**config.mk**
```make
export PLATFORM = sky130hd
export DESIGN_NAME = rtc_multi_alarm_flat
export DESIGN_NICKNAME = d
export VERILOG_FILES = /design/src/rtl/rtc_multi_alarm_if.sv /design/src/rtl/rtc_multi_alarm.sv /design/src/flat_wrapper.sv
export SDC_FILE = /design/constraint.sdc
export NUM_CORES = 1
export LEC_CHECK = 0
export ABC_AREA = 1
export CORE_MARGIN = 5
export CORE_UTILIZATION = 54
export DETAILED_ROUTE_END_ITERATION = 8
export GPL_TIMING_DRIVEN = 0
export PLACE_DENSITY = 0.77
export SYNTH_ARGS = -nofsm -noshare
export SYNTH_HDL_FRONTEND = slang
export SYNTH_SLANG_ARGS = --single-unit
```
**constraint.sdc**
```tcl
create_clock -name clk -period 1.9 [get_ports clk]
set_input_delay 0.19 -clock clk [delete_from_list [all_inputs] [get_ports clk]]
set_output_delay 0.19 -clock clk [all_outputs]
set_load 0.01 [all_outputs]
```
**src/rtl/rtc_multi_alarm_if.sv**
```systemverilog
// Control, time-set, alarm-write and status bus of the multi-alarm RTC.
// The master drives control inputs; the slave (the RTC core) returns time and alarm status.
interface rtc_multi_alarm_if #(
    parameter int NUM_ALARMS = 4
);
    localparam int IDX_W = (NUM_ALARMS > 1) ? $clog2(NUM_ALARMS) : 1;

    // Single-cycle strobes: set_valid and alarm_wr act in the cycle they are high.
    // There is no ready; a rejected strobe is reported by set_err one cycle later.
    logic                    run;
    logic                    set_valid;
    logic [4:0]              set_hour;
    logic [5:0]              set_min;
    logic [5:0]              set_sec;
    logic                    set_err;
    logic                    alarm_wr;
    logic [IDX_W-1:0]        alarm_idx;
    logic [4:0]              alarm_hour;
    logic [5:0]              alarm_min;
    logic                    alarm_en;
    logic                    ack;
    logic                    snooze;
    logic                    mode_12h;
    logic [5:0]              sec;
    logic [5:0]              min;
    logic [4:0]              hour;
    logic                    pm;
    logic                    sec_pulse;
    logic [NUM_ALARMS-1:0]   alarm_active;
    logic                    ringing;
    logic [2*NUM_ALARMS-1:0] alarm_state_dbg;

    modport master (
        output run, set_valid, set_hour, set_min, set_sec,
        output alarm_wr, alarm_idx, alarm_hour, alarm_min, alarm_en,
        output ack, snooze, mode_12h,
        input  set_err, sec, min, hour, pm, sec_pulse, alarm_active, ringing, alarm_state_dbg
    );

    modport slave (
        input  run, set_valid, set_hour, set_min, set_sec,
        input  alarm_wr, alarm_idx, alarm_hour, alarm_min, alarm_en,
        input  ack, snooze, mode_12h,
        output set_err, sec, min, hour, pm, sec_pulse, alarm_active, ringing, alarm_state_dbg
    );
endinterface

```
**src/rtl/rtc_multi_alarm.sv**
```systemverilog
// Real-time clock with 1 Hz prescaler, validated time set, 12/24-hour display
// and NUM_ALARMS independent alarm channels with ring/snooze state machines.
module rtc_multi_alarm #(
    parameter int CLK_HZ     = 100000000,
    parameter int NUM_ALARMS = 4,
    parameter int SNOOZE_MIN = 5,
    parameter int RING_SEC   = 60
) (
    input  logic             clk,
    input  logic             reset,
    rtc_multi_alarm_if.slave bus
);
    localparam int PRE_W = (CLK_HZ > 1) ? $clog2(CLK_HZ) : 1;
    localparam int SNZ_W = $clog2(SNOOZE_MIN * 60 + 1);
    localparam logic [SNZ_W-1:0] SNZ_LOAD = SNZ_W'(SNOOZE_MIN * 60);

    typedef enum logic [1:0] {ST_IDLE = 2'd0, ST_RING = 2'd1, ST_SNOOZE = 2'd2} alarm_state_e;

    logic [PRE_W-1:0] pre_q;
    logic [5:0]       sec_q, min_q, sec_d, min_d;
    logic [4:0]       hour_q, hour_d;
    logic             sec_pulse_q, set_err_q;

    logic [4:0]             al_hour_q  [NUM_ALARMS];
    logic [5:0]             al_min_q   [NUM_ALARMS];
    logic [NUM_ALARMS-1:0]  al_en_q;
    alarm_state_e           st_q       [NUM_ALARMS];
    logic [7:0]             ring_cnt_q [NUM_ALARMS];
    logic [SNZ_W-1:0]       snz_cnt_q  [NUM_ALARMS];

    logic tick, set_ok, wr_ok, set_load, wr_load;

    assign tick     = bus.run && (pre_q == PRE_W'(CLK_HZ - 1));
    assign set_ok   = (bus.set_hour < 5'd24) && (bus.set_min < 6'd60) && (bus.set_sec < 6'd60);
    assign wr_ok    = (bus.alarm_hour < 5'd24) && (bus.alarm_min < 6'd60)
                      && (int'(bus.alarm_idx) < NUM_ALARMS);
    assign set_load = bus.set_valid && set_ok;
    assign wr_load  = bus.alarm_wr && wr_ok;

    always_comb begin
        sec_d  = sec_q + 6'd1;
        min_d  = min_q;
        hour_d = hour_q;
        if (sec_q == 6'd59) begin
            sec_d = 6'd0;
            if (min_q == 6'd59) begin
                min_d  = 6'd0;
                hour_d = (hour_q == 5'd23) ? 5'd0 : hour_q + 5'd1;
            end else begin
                min_d = min_q + 6'd1;
            end
        end
    end

    always_ff @(posedge clk) begin
        if (!reset) begin
            pre_q       <= '0;
            sec_q       <= '0;
            min_q       <= '0;
            hour_q      <= '0;
            sec_pulse_q <= 1'b0;
            set_err_q   <= 1'b0;
            al_en_q     <= '0;
            for (int i = 0; i < NUM_ALARMS; i++) begin
                al_hour_q[i]  <= '0;
                al_min_q[i]   <= '0;
                st_q[i]       <= ST_IDLE;
                ring_cnt_q[i] <= '0;
                snz_cnt_q[i]  <= '0;
            end
        end else begin
            set_err_q   <= (bus.set_valid && !set_ok) || (bus.alarm_wr && !wr_ok);
            // A valid set overrides a coincident tick, so it never yields a pulse.
            sec_pulse_q <= tick && !set_load;

            if (set_load) begin
                pre_q  <= '0;
                sec_q  <= bus.set_sec;
                min_q  <= bus.set_min;
                hour_q <= bus.set_hour;
            end else if (tick) begin
                pre_q  <= '0;
                sec_q  <= sec_d;
                min_q  <= min_d;
                hour_q <= hour_d;
            end else if (bus.run) begin
                pre_q <= pre_q + PRE_W'(1);
            end

            // Channel timers step on sec_pulse, so they freeze whenever run is low.
            for (int i = 0; i < NUM_ALARMS; i++) begin
                if (wr_load && int'(bus.alarm_idx) == i) begin
                    al_hour_q[i] <= bus.alarm_hour;
                    al_min_q[i]  <= bus.alarm_min;
                    al_en_q[i]   <= bus.alarm_en;
                    st_q[i]      <= ST_IDLE;
                end else begin
                    case (st_q[i])
                        ST_IDLE: begin
                            if (al_en_q[i] && sec_pulse_q && hour_q == al_hour_q[i]
                                && min_q == al_min_q[i] && sec_q == 6'd0) begin
                                st_q[i]       <= ST_RING;
                                ring_cnt_q[i] <= '0;
                            end
                        end
                        ST_RING: begin
                            if (bus.ack) begin
                                st_q[i] <= ST_IDLE;
                            end else if (bus.snooze) begin
                                st_q[i]      <= ST_SNOOZE;
                                snz_cnt_q[i] <= SNZ_LOAD;
                            end else if (sec_pulse_q) begin
                                if (ring_cnt_q[i] == 8'(RING_SEC - 1)) st_q[i] <= ST_IDLE;
                                else ring_cnt_q[i] <= ring_cnt_q[i] + 8'd1;
                            end
                        end
                        ST_SNOOZE: begin
                            if (bus.ack) begin
                                st_q[i] <= ST_IDLE;
                            end else if (sec_pulse_q) begin
                                if (snz_cnt_q[i] <= SNZ_W'(1)) begin
                                    st_q[i]       <= ST_RING;
                                    ring_cnt_q[i] <= '0;
                                end else begin
                                    snz_cnt_q[i] <= snz_cnt_q[i] - SNZ_W'(1);
                                end
                            end
                        end
                        default: st_q[i] <= ST_IDLE;
                    endcase
                end
            end
        end
    end

    always_comb begin
        bus.pm   = (hour_q >= 5'd12);
        bus.hour = hour_q;
        if (bus.mode_12h) begin
            if (hour_q == 5'd0)       bus.hour = 5'd12;
            else if (hour_q > 5'd12)  bus.hour = hour_q - 5'd12;
        end
    end

    for (genvar g = 0; g < NUM_ALARMS; g++) begin : g_status
        assign bus.alarm_active[g]            = (st_q[g] == ST_RING);
        assign bus.alarm_state_dbg[2*g +: 2]  = st_q[g];
    end

    assign bus.ringing   = |bus.alarm_active;
    assign bus.sec       = sec_q;
    assign bus.min       = min_q;
    assign bus.sec_pulse = sec_pulse_q;
    assign bus.set_err   = set_err_q;
endmodule

```
**src/flat_wrapper.sv**
```systemverilog
// flat-port wrapper written by rule: the top's interface ports become plain ports
module rtc_multi_alarm_flat 
#(
    parameter int CLK_HZ     = 100000000,
    parameter int NUM_ALARMS = 4,
    parameter int SNOOZE_MIN = 5,
    parameter int RING_SEC   = 60
)
  (clk, reset, bus_run, bus_set_valid, bus_set_hour, bus_set_min, bus_set_sec, bus_alarm_wr, bus_alarm_idx, bus_alarm_hour, bus_alarm_min, bus_alarm_en, bus_ack, bus_snooze, bus_mode_12h, bus_set_err, bus_sec, bus_min, bus_hour, bus_pm, bus_sec_pulse, bus_alarm_active, bus_ringing, bus_alarm_state_dbg);
  rtc_multi_alarm_if #(.NUM_ALARMS(NUM_ALARMS)) bus_i ();
  input  logic clk;
  input  logic reset;
  input wire logic [$bits(bus_i.run)-1:0] bus_run;
  input wire logic [$bits(bus_i.set_valid)-1:0] bus_set_valid;
  input wire logic [$bits(bus_i.set_hour)-1:0] bus_set_hour;
  input wire logic [$bits(bus_i.set_min)-1:0] bus_set_min;
  input wire logic [$bits(bus_i.set_sec)-1:0] bus_set_sec;
  input wire logic [$bits(bus_i.alarm_wr)-1:0] bus_alarm_wr;
  input wire logic [$bits(bus_i.alarm_idx)-1:0] bus_alarm_idx;
  input wire logic [$bits(bus_i.alarm_hour)-1:0] bus_alarm_hour;
  input wire logic [$bits(bus_i.alarm_min)-1:0] bus_alarm_min;
  input wire logic [$bits(bus_i.alarm_en)-1:0] bus_alarm_en;
  input wire logic [$bits(bus_i.ack)-1:0] bus_ack;
  input wire logic [$bits(bus_i.snooze)-1:0] bus_snooze;
  input wire logic [$bits(bus_i.mode_12h)-1:0] bus_mode_12h;
  output wire logic [$bits(bus_i.set_err)-1:0] bus_set_err;
  output wire logic [$bits(bus_i.sec)-1:0] bus_sec;
  output wire logic [$bits(bus_i.min)-1:0] bus_min;
  output wire logic [$bits(bus_i.hour)-1:0] bus_hour;
  output wire logic [$bits(bus_i.pm)-1:0] bus_pm;
  output wire logic [$bits(bus_i.sec_pulse)-1:0] bus_sec_pulse;
  output wire logic [$bits(bus_i.alarm_active)-1:0] bus_alarm_active;
  output wire logic [$bits(bus_i.ringing)-1:0] bus_ringing;
  output wire logic [$bits(bus_i.alarm_state_dbg)-1:0] bus_alarm_state_dbg;
  assign bus_i.run = bus_run;
  assign bus_i.set_valid = bus_set_valid;
  assign bus_i.set_hour = bus_set_hour;
  assign bus_i.set_min = bus_set_min;
  assign bus_i.set_sec = bus_set_sec;
  assign bus_i.alarm_wr = bus_alarm_wr;
  assign bus_i.alarm_idx = bus_alarm_idx;
  assign bus_i.alarm_hour = bus_alarm_hour;
  assign bus_i.alarm_min = bus_alarm_min;
  assign bus_i.alarm_en = bus_alarm_en;
  assign bus_i.ack = bus_ack;
  assign bus_i.snooze = bus_snooze;
  assign bus_i.mode_12h = bus_mode_12h;
  assign bus_set_err = bus_i.set_err;
  assign bus_sec = bus_i.sec;
  assign bus_min = bus_i.min;
  assign bus_hour = bus_i.hour;
  assign bus_pm = bus_i.pm;
  assign bus_sec_pulse = bus_i.sec_pulse;
  assign bus_alarm_active = bus_i.alarm_active;
  assign bus_ringing = bus_i.ringing;
  assign bus_alarm_state_dbg = bus_i.alarm_state_dbg;
  rtc_multi_alarm #(.CLK_HZ(CLK_HZ), .NUM_ALARMS(NUM_ALARMS), .SNOOZE_MIN(SNOOZE_MIN), .RING_SEC(RING_SEC)) u_core (.clk(clk), .reset(reset), .bus(bus_i));
endmodule
```
======== Word-level counts from Yosys, hierarchy flattened ========
Memory sizes are Yosys's and may differ from the RTL's.
Index checks and enable logic that the tools add are counted.
operators by class
  $add $sub $neg .......................... 13
  magnitude comparators ................... 11
  eq/ne operators ......................... 27
  muxes and demuxes ....................... 295
  bitwise gates (word level) .............. 61
  reduce and logical (&&, ||, !) cells .... 51
operators by type and width
  kind                                                             count
  2-to-1 mux 1 bit                                                 220
  2-to-1 mux 8 bit                                                 12
  2-to-1 mux 9 bit                                                 8
  2-to-1 mux 6 bit                                                 11
  2-to-1 mux 2 bit                                                 32
  2-to-1 mux 5 bit                                                 12
  bitwise OR 1 bit                                                 60
  less-or-equal comparator 9 x 1 -> 1 bit (second input constant)  4
  subtractor 9 x 1 -> 9 bit (second input constant)                4
  adder 8 x 1 -> 8 bit (second input constant)                     4
  equality test 8 x 6 -> 1 bit (second input constant)             4
  logical AND 1 bit                                                29
  adder 27 x 1 -> 27 bit (second input constant)                   1
  equality test 27 bit (second input constant)                     1
  equality test 6 bit                                              4
  equality test 5 bit                                              4
  less-than comparator 6 bit (second input constant)               3
  OR reduction 3 bit                                               5
  adder 6 x 1 -> 6 bit (second input constant)                     2
  equality test 2 bit (second input constant)                      6
  equality test 6 bit (second input constant)                      2
  equality test 2 x 1 -> 1 bit (second input constant)             5
  logical NOT 2 bit                                                5
  less-than comparator 5 bit (second input constant)               2
  other kinds (14)                                                 18
storage, ports and cells
  register bits ........................... 50
  RAM bits ................................ 120
  input port bits ......................... 39
  output and inout bits ................... 33
  word-level logic and storage cells ...... 473
  memories ................................ 5
memories
  memory             words  bits a word  rd ports  clocked after Yosys merged registers in  write ports  RTL line               text
  u_core.snz_cnt_q   4      9            4         0                                        4            rtc_multi_alarm.sv:29  logic [SNZ_W-1:0] snz_cnt_q [NUM_ALARMS];
  u_core.ring_cnt_q  4      8            4         0                                        4            rtc_multi_alarm.sv:28  logic [7:0] ring_cnt_q [NUM_ALARMS];
  u_core.al_min_q    4      6            4         0                                        4            rtc_multi_alarm.sv:25  logic [5:0] al_min_q [NUM_ALARMS];
  u_core.al_hour_q   4      5            4         0                                        4            rtc_multi_alarm.sv:24  logic [4:0] al_hour_q [NUM_ALARMS];
  u_core.st_q        4      2            4         0                                        4            rtc_multi_alarm.sv:27  alarm_state_e st_q [NUM_ALARMS];

======== Longest topological paths before layout ========
  depth after elaboration ................. 16
  depth in mapped cells ................... 12
  depth with buffers taken out ............ 12

======== Worst setup path after synthesis ========
No wires, ideal clock.
  path kind ............................... register -> register
  start point ............................. memory u_core.st_q[0][1] (netlist bit)
  end point ............................... memory u_core.ring_cnt_q[0][0] (enable)
  setup time .............................. 0.340 ns
  arrival ................................. 1.499 ns
  data required time ...................... 1.560 ns
  path slack .............................. 0.061 ns
  stages on the path, launching flop included .. 6
  period minus slack after synthesis ...... 1.839 ns
  cells stage by stage .................... edfxtp_1 nor2_1 nand3_1 a41oi_1 nand2_1 nand4_1
RTL lines
  element      RTL line
  from (decl)  rtc_multi_alarm.sv:27
  to (decl)    rtc_multi_alarm.sv:28

======== Worst setup path in the final report ========
  start point ............................. register u_core.hour_q[3]
  end point ............................... output port bus_hour[3]
between the ends
  longest elaborated chain between the ends .. 4
  elaborated cells between the ends (all ways) .. 6
ends and longest elaborated chain
  element                                                                   RTL line                text
  from (decl)                                                               rtc_multi_alarm.sv:21   logic [4:0] hour_q, hour_d;
  from (signal assigned)                                                    rtc_multi_alarm.sv:80   hour_q <= bus.set_hour;
  from (signal assigned)                                                    rtc_multi_alarm.sv:85   hour_q <= hour_d;
  subtractor 5 x 4 -> 5 bit or > comparator 5 x 4 -> 1 bit (tied branches)  rtc_multi_alarm.sv:141  else if (hour_q > 5'd12) bus.hour = hour_q - 5'd12;
  2-to-1 mux 5 bit                                                          rtc_multi_alarm.sv:141
  2-to-1 mux 5 bit                                                          rtc_multi_alarm.sv:140  if (hour_q == 5'd0) bus.hour = 5'd12;
  2-to-1 mux 5 bit (*)                                                      rtc_multi_alarm.sv:139  if (bus.mode_12h) begin
  to (decl)                                                                 flat_wrapper.sv:29      output wire logic [$bits(bus_i.hour)-1:0] bus_hour;
Every way passes the cells marked *; elsewhere a longest branch is shown, timed or not.

==> results.cfg <==
[floorplanning]
core-area_um2 = 17900
initial_core_util_pct = 54.5
dieArea_um2 = 20800
dieWidth_um = 144
ios = 72
row_count = 49
die_y_um = 144

[finish]
final_nets = 1401
area_growth_pct = 23.4
antennaDiodeCount = 0
drive_gt1_share_pct = 15.3
fillers = 1408
final_cells = 1583

[sta]
relSlewSlack_pct = 65.8
report.final.slew_viol_count = 0
fin_crit_ns = 1.88
finalSetupViolations = 0
fmax_mhz = 531
finalHoldViolCount = 0
tightest_slew_ns = 0.512
fin_skew_ns = 0.00853
setup_tns_ns = 0
final.period_utilization_pct = 99.2
rsz0062_at_grt = true

[run_status]
run_status = finished clean

[hold_path]
hold_path.class = in2reg

[pwr]
p_per_area_nw_per_um2 = 735
power_frac_seq_pct = 48.3
p_int_mw = 6.47
comb_power_share_pct = 12.8
switching_power_mw = 2.37
peakVddDrop_mv = 0.644
p_clk_share_pct = 38.8
switching_share_pct = 26.8
p_leak_nw = 5.00

[placement]
dp.cells = 1515
io_buffers = 70
dp_hpwl_mm = 16.8
gp_congestion = 0.896

[logic_synthesis]
async_flop_share_pct = 0
synth_top_family_by_area = simple AND/OR/NAND/NOR gates
yosysWarnings = 0
netlist_instances = 1216
synth-xor-area-share_pct = 7.81
synth_area_leader_cell = edfxtp_1
yosysSeqAreaShare_pct = 47.2
yosys.area.top_type_share_pct = 37.0
synth.distinct_cells = 41
muxShareOfSynthArea_pct = 0
synth_simple_gate_area_share_pct = 30.3
synth_edf_count = 120
synth_compound_area_share_pct = 4.39
synth_top_flop_cell = edfxtp_1
ys_ff_latch = 170
syn-cell-area_um2 = 9750
ys_top_cells_by_area = edfxtp_1, dfxtp_1, nand2_1, nor2_1, inv_1
syn_nets = 1276
avgSynthCellArea_um2 = 8.02
synth_fa_ha_area_share_pct = 2.69

[grt]
grt.total_usage_pct = 22.6
first_global_vias = 8016
antenna_found_initial = 0
grt_pass1_wl_mm = 37.4
globalRouteOverflowTotal = 0
grt_max_degree = 18

[routing]
route.met2.wl_mm = 11.7
drt_first_iter_violations = 597
dr.pass1.iters = 6
wire_per_inst_um = 14.9
num_vias = 8434
wl_mm = 23.6
dr.max_layer_used = met4
vias_per_cell = 5.33
drc = 0
wl_met3_mm = 1.36
m1WireLength_mm = 9.87
ant_nets = 0

[clock_network]
cts_tree = done
cts_buffer_depth = 2
cts_buffers = 17
cts_hold_buf = 0
insertion_delay_ns = 0.44
clkSinkCount = 170
cts_max_level = 4
path_clk_slew_ns = 0.07
clockRootBuffer = clkbuf_16

[critical_path]
path_max_fanout = 4
start_kind = flop
worst_ep_required_time_ns = 1.71
cp-end-kind = output port
worstPathArrival_ns = 1.69
crit_type = reg2out

[run]
maxCapViolCount = 0
power groups by stage:
stage                     clock, mW  combinational [mW]  sequential, mW
after floorplan                   0               0.609            4.34
after global placement            0               0.957            4.35
after detailed placement          0               0.980            4.36
after CTS                      3.46                1.05            4.27
after global routing           3.65                1.25            4.30
final                          3.43                1.14            4.28
layout make-up:
class,count,area [um^2],share of cell area (%)
plain buffers,22,178,1.48
clock buffers,17,425,3.54
clock inverters,15,154,1.28
inverters,158,619,5.15
multi-input cells,865,4760,39.6
flip-flops and latches,170,4620,38.4
well taps,229,287,2.38
repair buffers,107,990,8.23
worst max-delay path, stage by stage, from the launching register on:
cell     delay, ns
dfxtp_2       0.36
buf_8         0.13
inv_8         0.04
ha_4          0.15
nand3_4       0.07
nor2_4        0.05
buf_6         0.12
a21oi_2       0.11
o21ai_1       0.08
buf_2         0.14
per-layer routing:
| metal | up-vias | track usage, % |
|---|---|---|
| met1 | 3925 | 28.9 |
| met3 | 51 | 3.84 |
| met5 | - | 0 |
| li1 | 4177 | - |
| met2 | 281 | 38.3 |
| met4 | 0 | 8.84 |
cell usage after synthesis, types with 2 or more instances:
| library cell | n |
|---|---|
| nand2_1 | 254 |
| nor2_1 | 246 |
| inv_1 | 152 |
| edfxtp_1 | 120 |
| nand3_1 | 75 |
| dfxtp_1 | 50 |
| xor2_1 | 45 |
| xnor2_1 | 42 |
| a21oi_1 | 33 |
| nor3_1 | 32 |
| o21ai_0 | 31 |
| nand4_1 | 26 |
| ha_1 | 21 |
| buf_2 | 15 |
| nor2_2 | 8 |
| nand2_2 | 7 |
| or2_2 | 6 |
| a31oi_1 | 5 |
| buf_6 | 4 |
| clkbuf_1 | 4 |
| inv_2 | 4 |
| nor3b_1 | 4 |
| o21a_1 | 4 |
| nand3b_1 | 3 |
| nand4_2 | 3 |
| nor2_4 | 3 |
| nor3_2 | 3 |
| nand3_4 | 2 |
| o31ai_1 | 2 |
through the flow:
stage               power, mW  hold WS (ns)  cell area [um^2]  setup WS [ns]  util [%]
floorplan                4.95         0.331              9750         0.0606         -
global route             9.20        0.0381             12000        -0.0707      67.2
finish                   8.84        0.0280             12000         0.0156      67.2
global placement         5.31         0.439             10700          -1.01      60.0
detailed placement       5.34         0.450             10700          -1.04      60.0
CTS                      8.78        0.0226             11600         -0.157      64.6
path summary, 6_finish.rpt:
path / from / to / slack [ns] / cells after the start
worst min register to register: u_core.al_en_q[1] / u_core.al_en_q[1] / 0.48 / 2
worst min-delay path: bus_run / u_core.pre_q[1] / 0.03 / 3
worst max register to register: u_core.bus.sec_pulse / u_core.ring_cnt_q[0][14] / 0.04 / 9
worst max-delay path: u_core.hour_q[3] / bus_hour[3] / 0.02 / 9
cell usage in the layout, fill, tap and decap left out, types with 8 or more instances in the layout:
master	netlist	final
nor3_2	3	9
nor3_1	32	26
clkbuf_16	0	17
nor2_1	246	224
xor2_1	45	45
xnor2_1	42	42
buf_4	0	31
nor2_4	3	14
nand2_4	1	9
buf_2	15	8
dfxtp_1	50	43
edfxtp_1	120	120
inv_2	4	12
nand2_2	7	13
nand2_1	254	240
inv_1	152	140
nor2_2	8	19
buf_6	4	11
ha_1	21	17
clkdlybuf4s50_1	0	61
nand3_1	75	70
o21ai_0	31	29
a21oi_1	33	30
nand4_1	26	26
sequential cells by signal, indices dropped and copies added, names as in the netlist:
register              flops
u_core.al_en_q            4
u_core.al_hour_q         20
u_core.al_min_q          24
u_core.bus.min            6
u_core.bus.sec            6
u_core.bus.sec_pulse      1
u_core.bus.set_err        1
u_core.hour_q             5
u_core.pre_q             27
u_core.ring_cnt_q        32
u_core.snz_cnt_q         36
u_core.st_q               8
what timing repair did:
| item | CTS | global route |
|---|---|---|
| pin swaps | 6 | 21 |
| resized for setup | 76 | 84 |
| gates cloned | 0 | 1 |
| buffers inserted | 14 | 23 |
| setup endpoints to repair | 134 | 118 |
logic make-up after synthesis:
logic type / Yosys count
AO/OA/AOI/OAI: 79
XOR/XNOR: 87
adder cells (fa/ha/maj): 21
buffers and inverters: 182
flip-flops: 170
AND/OR/NAND/NOR: 677
(Power assumes the default switching activity.)
